`src/rtl/cfg_pkg.sv`:
```
// Shared types and constants for the config frame dispatcher.
package cfg_pkg;

  typedef enum logic [1:0] {
    ST_IDLE,
    ST_CHECK,
    ST_ISSUE
  } state_t;

  localparam logic [1:0] FLT_NONE = 2'd0;
  localparam logic [1:0] FLT_PAR  = 2'd1;
  localparam logic [1:0] FLT_TGT  = 2'd2;
  localparam logic [1:0] FLT_TMO  = 2'd3;

  localparam int unsigned PAR_NONE = 0;
  localparam int unsigned PAR_EVEN = 1;
  localparam int unsigned PAR_ODD  = 2;

  // Width of the target-select field taken from the top of the address.
  function automatic int unsigned tgt_width(input int unsigned n);
    return (n <= 1) ? 1 : $clog2(n);
  endfunction

endpackage

```
`src/rtl/cfg_frame_fifo.sv`:
```
// Synchronous frame buffer; combinational head read, push allowed when full if popping.
module cfg_frame_fifo #(
  parameter int unsigned WIDTH = 9,
  parameter int unsigned DEPTH = 4
) (
  input  logic             clk,
  input  logic             rst,
  input  logic             push,
  input  logic             pop,
  input  logic [WIDTH-1:0] din,
  output logic [WIDTH-1:0] dout,
  output logic             full,
  output logic             empty
);

  localparam int unsigned AW = $clog2(DEPTH);
  localparam logic [AW:0] FULL_CNT = (AW+1)'(DEPTH);

  logic [WIDTH-1:0] mem [DEPTH];
  logic [AW-1:0]    wr_ptr;
  logic [AW-1:0]    rd_ptr;
  logic [AW:0]      count;
  logic             do_push;
  logic             do_pop;

  assign empty   = (count == '0);
  assign full    = (count == FULL_CNT);
  assign do_pop  = pop & ~empty;
  assign do_push = push & (~full | do_pop);
  assign dout    = mem[rd_ptr];

  // Storage write; contents need no reset since count gates visibility.
  always_ff @(posedge clk) begin
    if (do_push) mem[wr_ptr] <= din;
  end

  // Pointer and occupancy bookkeeping.
  always_ff @(posedge clk) begin
    if (rst) begin
      wr_ptr <= '0;
      rd_ptr <= '0;
      count  <= '0;
    end else begin
      if (do_push) wr_ptr <= wr_ptr + AW'(1);
      if (do_pop)  rd_ptr <= rd_ptr + AW'(1);
      case ({do_push, do_pop})
        2'b10:   count <= count + (AW+1)'(1);
        2'b01:   count <= count - (AW+1)'(1);
        default: ;
      endcase
    end
  end

endmodule

```
`src/rtl/cfg_frame_dispatch.sv`:
```
// Buffers UART config frames, checks parity, decodes target and issues
// one-hot valid/ack writes with timeout and fault reporting.
module cfg_frame_dispatch
  import cfg_pkg::*;
#(
  parameter int unsigned ADDR_W      = 4,
  parameter int unsigned DATA_W      = 4,
  parameter int unsigned N_TGT       = 2,
  parameter int unsigned PARITY_MODE = 1,
  parameter int unsigned FIFO_DEPTH  = 4,
  parameter int unsigned TIMEOUT     = 255
) (
  input  logic                     clk,
  input  logic                     rst,
  input  logic [ADDR_W+DATA_W:0]   frame,
  input  logic                     frame_valid,
  input  logic [N_TGT-1:0]         ack,
  output logic [ADDR_W-1:0]        address,
  output logic [DATA_W-1:0]        data,
  output logic [N_TGT-1:0]         valid,
  output logic                     busy,
  output logic                     fault,
  output logic [1:0]               fault_code,
  output logic [7:0]               fault_cnt
);

  localparam int unsigned FW    = 1 + ADDR_W + DATA_W;
  localparam int unsigned TGT_W = tgt_width(N_TGT);
  localparam int unsigned TMR_W = $clog2(TIMEOUT + 1);
  localparam logic [TGT_W:0] N_TGT_V = (TGT_W+1)'(N_TGT);
  localparam logic [TMR_W-1:0] TMO_V = TMR_W'(TIMEOUT);

  state_t            state;
  logic [FW-1:0]     hold;
  logic [TMR_W-1:0]  timer;
  logic [FW-1:0]     fifo_dout;
  logic              fifo_full;
  logic              fifo_empty;
  logic              pop;
  logic              overflow;
  logic [ADDR_W-1:0] hold_addr;
  logic [DATA_W-1:0] hold_data;
  logic [TGT_W-1:0]  tgt;
  logic              parity_ok;
  logic              tgt_ok;
  logic              ack_hit;
  logic [1:0]        fsm_code;
  logic              fsm_flt;
  logic [1:0]        n_new;
  logic [8:0]        cnt_sum;

  assign pop      = (state == ST_IDLE) & ~fifo_empty;
  assign overflow = frame_valid & fifo_full & ~pop;
  assign busy     = (state != ST_IDLE) | ~fifo_empty;

  cfg_frame_fifo #(
    .WIDTH(FW),
    .DEPTH(FIFO_DEPTH)
  ) u_fifo (
    .clk  (clk),
    .rst  (rst),
    .push (frame_valid),
    .pop  (pop),
    .din  (frame),
    .dout (fifo_dout),
    .full (fifo_full),
    .empty(fifo_empty)
  );

  assign hold_addr = hold[ADDR_W+DATA_W-1 -: ADDR_W];
  assign hold_data = hold[DATA_W-1:0];
  assign tgt       = hold_addr[ADDR_W-1 -: TGT_W];
  assign tgt_ok    = ({1'b0, tgt} < N_TGT_V);
  // valid is one-hot on the selected target, so masking ack with it drops foreign acks.
  assign ack_hit   = |(ack & valid);

  // Parity check over the whole held frame.
  always_comb begin
    parity_ok = 1'b1;
    if (PARITY_MODE == PAR_EVEN)     parity_ok = ~(^hold);
    else if (PARITY_MODE == PAR_ODD) parity_ok = ^hold;
  end

  // Fault raised by the FSM on this edge, if any.
  always_comb begin
    fsm_code = FLT_NONE;
    if (state == ST_CHECK) begin
      if (!parity_ok)   fsm_code = FLT_PAR;
      else if (!tgt_ok) fsm_code = FLT_TGT;
    end else if (state == ST_ISSUE && !ack_hit && timer == TMO_V) begin
      fsm_code = FLT_TMO;
    end
  end

  assign fsm_flt = (fsm_code != FLT_NONE);
  assign n_new   = {1'b0, fsm_flt} + {1'b0, overflow};
  assign cnt_sum = {1'b0, fault_cnt} + 9'(n_new);

  // Dispatch FSM with registered address/data/valid.
  always_ff @(posedge clk) begin
    if (rst) begin
      state   <= ST_IDLE;
      hold    <= '0;
      timer   <= '0;
      address <= '0;
      data    <= '0;
      valid   <= '0;
    end else begin
      case (state)
        ST_IDLE: begin
          if (!fifo_empty) begin
            hold  <= fifo_dout;
            state <= ST_CHECK;
          end
        end
        ST_CHECK: begin
          if (!fsm_flt) begin
            address <= hold_addr;
            data    <= hold_data;
            valid   <= N_TGT'(1) << tgt;
            timer   <= '0;
            state   <= ST_ISSUE;
          end else begin
            state <= ST_IDLE;
          end
        end
        ST_ISSUE: begin
          if (ack_hit || timer == TMO_V) begin
            valid <= '0;
            state <= ST_IDLE;
          end else begin
            timer <= timer + TMR_W'(1);
          end
        end
        default: state <= ST_IDLE;
      endcase
    end
  end

  // Fault pulse, last code and saturating count; FSM code takes priority over overflow.
  always_ff @(posedge clk) begin
    if (rst) begin
      fault      <= 1'b0;
      fault_code <= FLT_NONE;
      fault_cnt  <= '0;
    end else begin
      fault <= fsm_flt | overflow;
      if (fsm_flt)       fault_code <= fsm_code;
      else if (overflow) fault_code <= FLT_TMO;
      fault_cnt <= cnt_sum[8] ? 8'hFF : cnt_sum[7:0];
    end
  end

endmodule

```
`config.mk`:
```
export PLATFORM = sky130hd
export DESIGN_NAME = cfg_frame_dispatch
export DESIGN_NICKNAME = d
export VERILOG_FILES = /design/src/rtl/cfg_pkg.sv /design/src/rtl/cfg_frame_fifo.sv /design/src/rtl/cfg_frame_dispatch.sv
export SDC_FILE = /design/constraint.sdc
export NUM_CORES = 1
export LEC_CHECK = 0
export ABC_AREA = 1
export CAP_MARGIN = 20
export CELL_PAD_IN_SITES_DETAIL_PLACEMENT = 1
export CELL_PAD_IN_SITES_GLOBAL_PLACEMENT = 1
export CORE_MARGIN = 10
export CORE_UTILIZATION = 39
export CTS_CLUSTER_DIAMETER = 200
export DETAILED_ROUTE_END_ITERATION = 8
export GPL_ROUTABILITY_DRIVEN = 0
export PLACE_DENSITY = 0.76
export SLEW_MARGIN = 0
export SYNTH_ARGS = -nofsm -noshare
export SYNTH_HDL_FRONTEND = slang
export SYNTH_SLANG_ARGS = --single-unit
```
`constraint.sdc`:
```
create_clock -name clk -period 2.1 [get_ports clk]
set_input_delay 0.42 -clock clk [delete_from_list [all_inputs] [get_ports clk]]
set_output_delay 0.42 -clock clk [all_outputs]
set_load 0.02 [all_outputs]
```
==> metrics.csv <==
metric,value,unit
"Slew Viols, Final",0,
CTS sink cnt,83,
Die Span Y,115,um
most frequent cells in the layout,"nor2_1, nand2_1, buf_4",
DIE AREA,0.0133,mm2
Achievable Freq,424,MHz
Worst Max-Slew Pin Slew,0.489,ns
worst-path fanout max,5,
Clock Skew,0.0162,ns
power density over cell area,1300,mW/mm2
Setup Viol. Count Final,8,
CTS buffer count,9,
fill cell count,1012,
I/O Pins,36,
WP data arrival,2.61,ns
syn_nets,421,
RSZ-0062 raised after global routing,true,
status,finished with violations,
Setup WS post-layout,-0.261,ns
worst endpoint required time,2.35,ns
Synth area leader,edfxtp_1,
max cap viols,0,
Die W,115,um
vias in the first global route,3083,
routed via count,2923,
setup TNS,-1.79,ns
core area,0.00881,mm2
"most common cell after layout, fill and taps aside",nor2_1,
top cell family by delay on the critical path,simple AND/OR/NAND/NOR gates,
Final Critical Period,2.36,ns
WP buf/inv,2,
row cnt,34,
Final #Nets,499,
routed vias/inst,4.96,
clock root buffer,clkbuf_8,
Initial Util,40.3,%
Setup WS pre-CTS,-0.591,ns
Yosys warnings,0,
Most common cell on crit path,nand2_2,
total grt overflow,0,
HPWL Detailed,6050,um
Routed WL,8950,um
post-synth top area share,30.4,%
antenna cells,0,
Post-synth EDFFs,36,
leakage,0.00189,uW
first-pass GRT wire length,14700,um
synth top area cells,"edfxtp_1, dfxtp_1, nor2_1",
Antenna Nets Post-Route,0,
CTS tree,yes,
"Area growth, synth to finish",32.3,%
failing checks,negative setup slack,
Post-Syn Area per Cell,8.92,um2
Clock Path Buffers,2,
"Core Util, Final",53.4,%
antenna violations before repair,0,
fraction of registers with async set/reset,0,%
critical path class,flop to flop,
slowest CP cell,dfxtp_4,
final worst-path cycle share,112,%
sequential fraction of the synthesis area,56.9,%
# H-tree levels,3,
share of layout cells above drive strength 1,23.9,%
HP Class,flop to flop,
initial drt markers,93,
Synth cell types,29,
Max IR drop VDD,482,uV
Worst setup EP type,flop,
Post-Syn Area,0.00355,mm2
Hold Slack,0.472,ns
largest net degree at the start of global routing,27,
Startpoint Class,flop,
Avg WL per Cell,15.2,um
Final Hold Viols,0,
PortBufs,35,
Crit path largest cell delay,0.40,ns
CP Cell Sequence,inv_1 > nand2_1 > nand2_1 > nand2_2 > nand2_2 > nand2_2 > nand2_2 > nand2_2 > nand2_2 > nand2_2 > nand2_2 > fa_2 > ha_4 > nand2_4 > nor3b_4 > buf_4 > nor3_1 > a211oi_1,
Syn Inst Count,398,
Main synth FF type,dfxtp_1,
DRC Markers,0,
"CTS clk-pin slew, worst paths",0.10,ns
Clock Latency Late Sink,0.37,ns
relative slew slack,67.4,%
synthesized flop and latch total,83,
TritonRoute pass-1 iters,4,
total track usage,13.7,%
[cell usage after synthesis (all sizes together), types with 2 or more instances]
cell / number
edfxtp: 36
xor2: 6
nand2: 63
ha: 7
inv: 44
fa: 2
xnor2: 3
dfxtp: 47
nand3: 22
clkbuf: 9
nor3: 2
a31oi: 10
o21ai: 40
a21oi: 29
nor2: 67
buf: 5
[what timing repair did]
action                                 4_1_cts  5_1_grt
endpoints found under the hold margin        0        0
gates resized for setup                     31       21
buffers inserted                             5        3
setup endpoints to repair                    9       15
pin swaps                                   16       16
hold buffers                                 0        0
[kinds of logic (layout without fill, tap and decap cells)]
family | after synthesis | in the layout | share of synthesized area (%)
and+or+nand+nor | 157 | 157 | 18.3
DFF | 83 | 83 | 56.9
AOI/OAI and AO/OA | 81 | 81 | 12.0
buffers and inverters | 59 | 142 | 6.98
adders and majority gates | 9 | 9 | 3.59
xor gates and xnor gates | 9 | 9 | 2.22
[path summary, 6_finish.rpt]
check                               endpoint  slack (ns)  cells past startpoint       start
worst min-delay path              address[0]        0.47                      2  address[0]
worst max-delay path            fault_cnt[7]       -0.26                     18     hold[1]
worst max register to register  fault_cnt[7]       -0.26                     18     hold[1]
worst min register to register    address[0]        0.47                      2  address[0]
[stage by stage]
step,cell area (um2),cells,power [uW]
detailed placement,4290,565,4460
global route,4700,589,6550
global placement,4290,565,4360
finish,4700,589,6080
floorplan,3600,398,3610
CTS,4600,586,5840
[routing by layer]
| metal | vias up | wire length, um | global-route usage (%) |
|---|---|---|---|
| met5 | - | 0 | 0 |
| met4 | 0 | 142 | 4.48 |
| met3 | 14 | 335 | 3.51 |
| met2 | 39 | 4660 | 24.9 |
| met1 | 1403 | 3810 | 15.1 |
| li1 | 1467 | - | - |
[where the power goes]
part | total, uW | switching (uW) | internal [uW]
clock | 1190 | 620 | 566
sequential | 2260 | 256 | 2010
combinational | 2640 | 1510 | 1130
[flip-flops by register name, summed over array words and instances (netlist names)]
name and flops:
fault_cnt 8, u_fifo.count 3, state 2, u_fifo.mem 36, data 4, timer 8, hold 9, address 4
u_fifo.rd_ptr 2, fault_code 2, valid 2, u_fifo.wr_ptr 2, fault 1
[area by class of cell]
| class | count | area [um2] | area share [%] |
|---|---|---|---|
| flip-flops and latches | 83 | 2040 | 43.5 |
| multi-input cells | 256 | 1450 | 30.8 |
| repair buffers | 81 | 699 | 14.9 |
| inverters | 45 | 169 | 3.60 |
| well taps | 108 | 135 | 2.88 |
| clock buffers | 9 | 124 | 2.64 |
| clock inverters | 7 | 78.8 | 1.68 |
[tightest hold or removal path, cell delays in order (launching register included)]
cell     delay [ns]
dfxtp_1        0.32
nand2_1        0.06
a21oi_1        0.06
No activity file was read; power rests on OpenSTA's default activity.
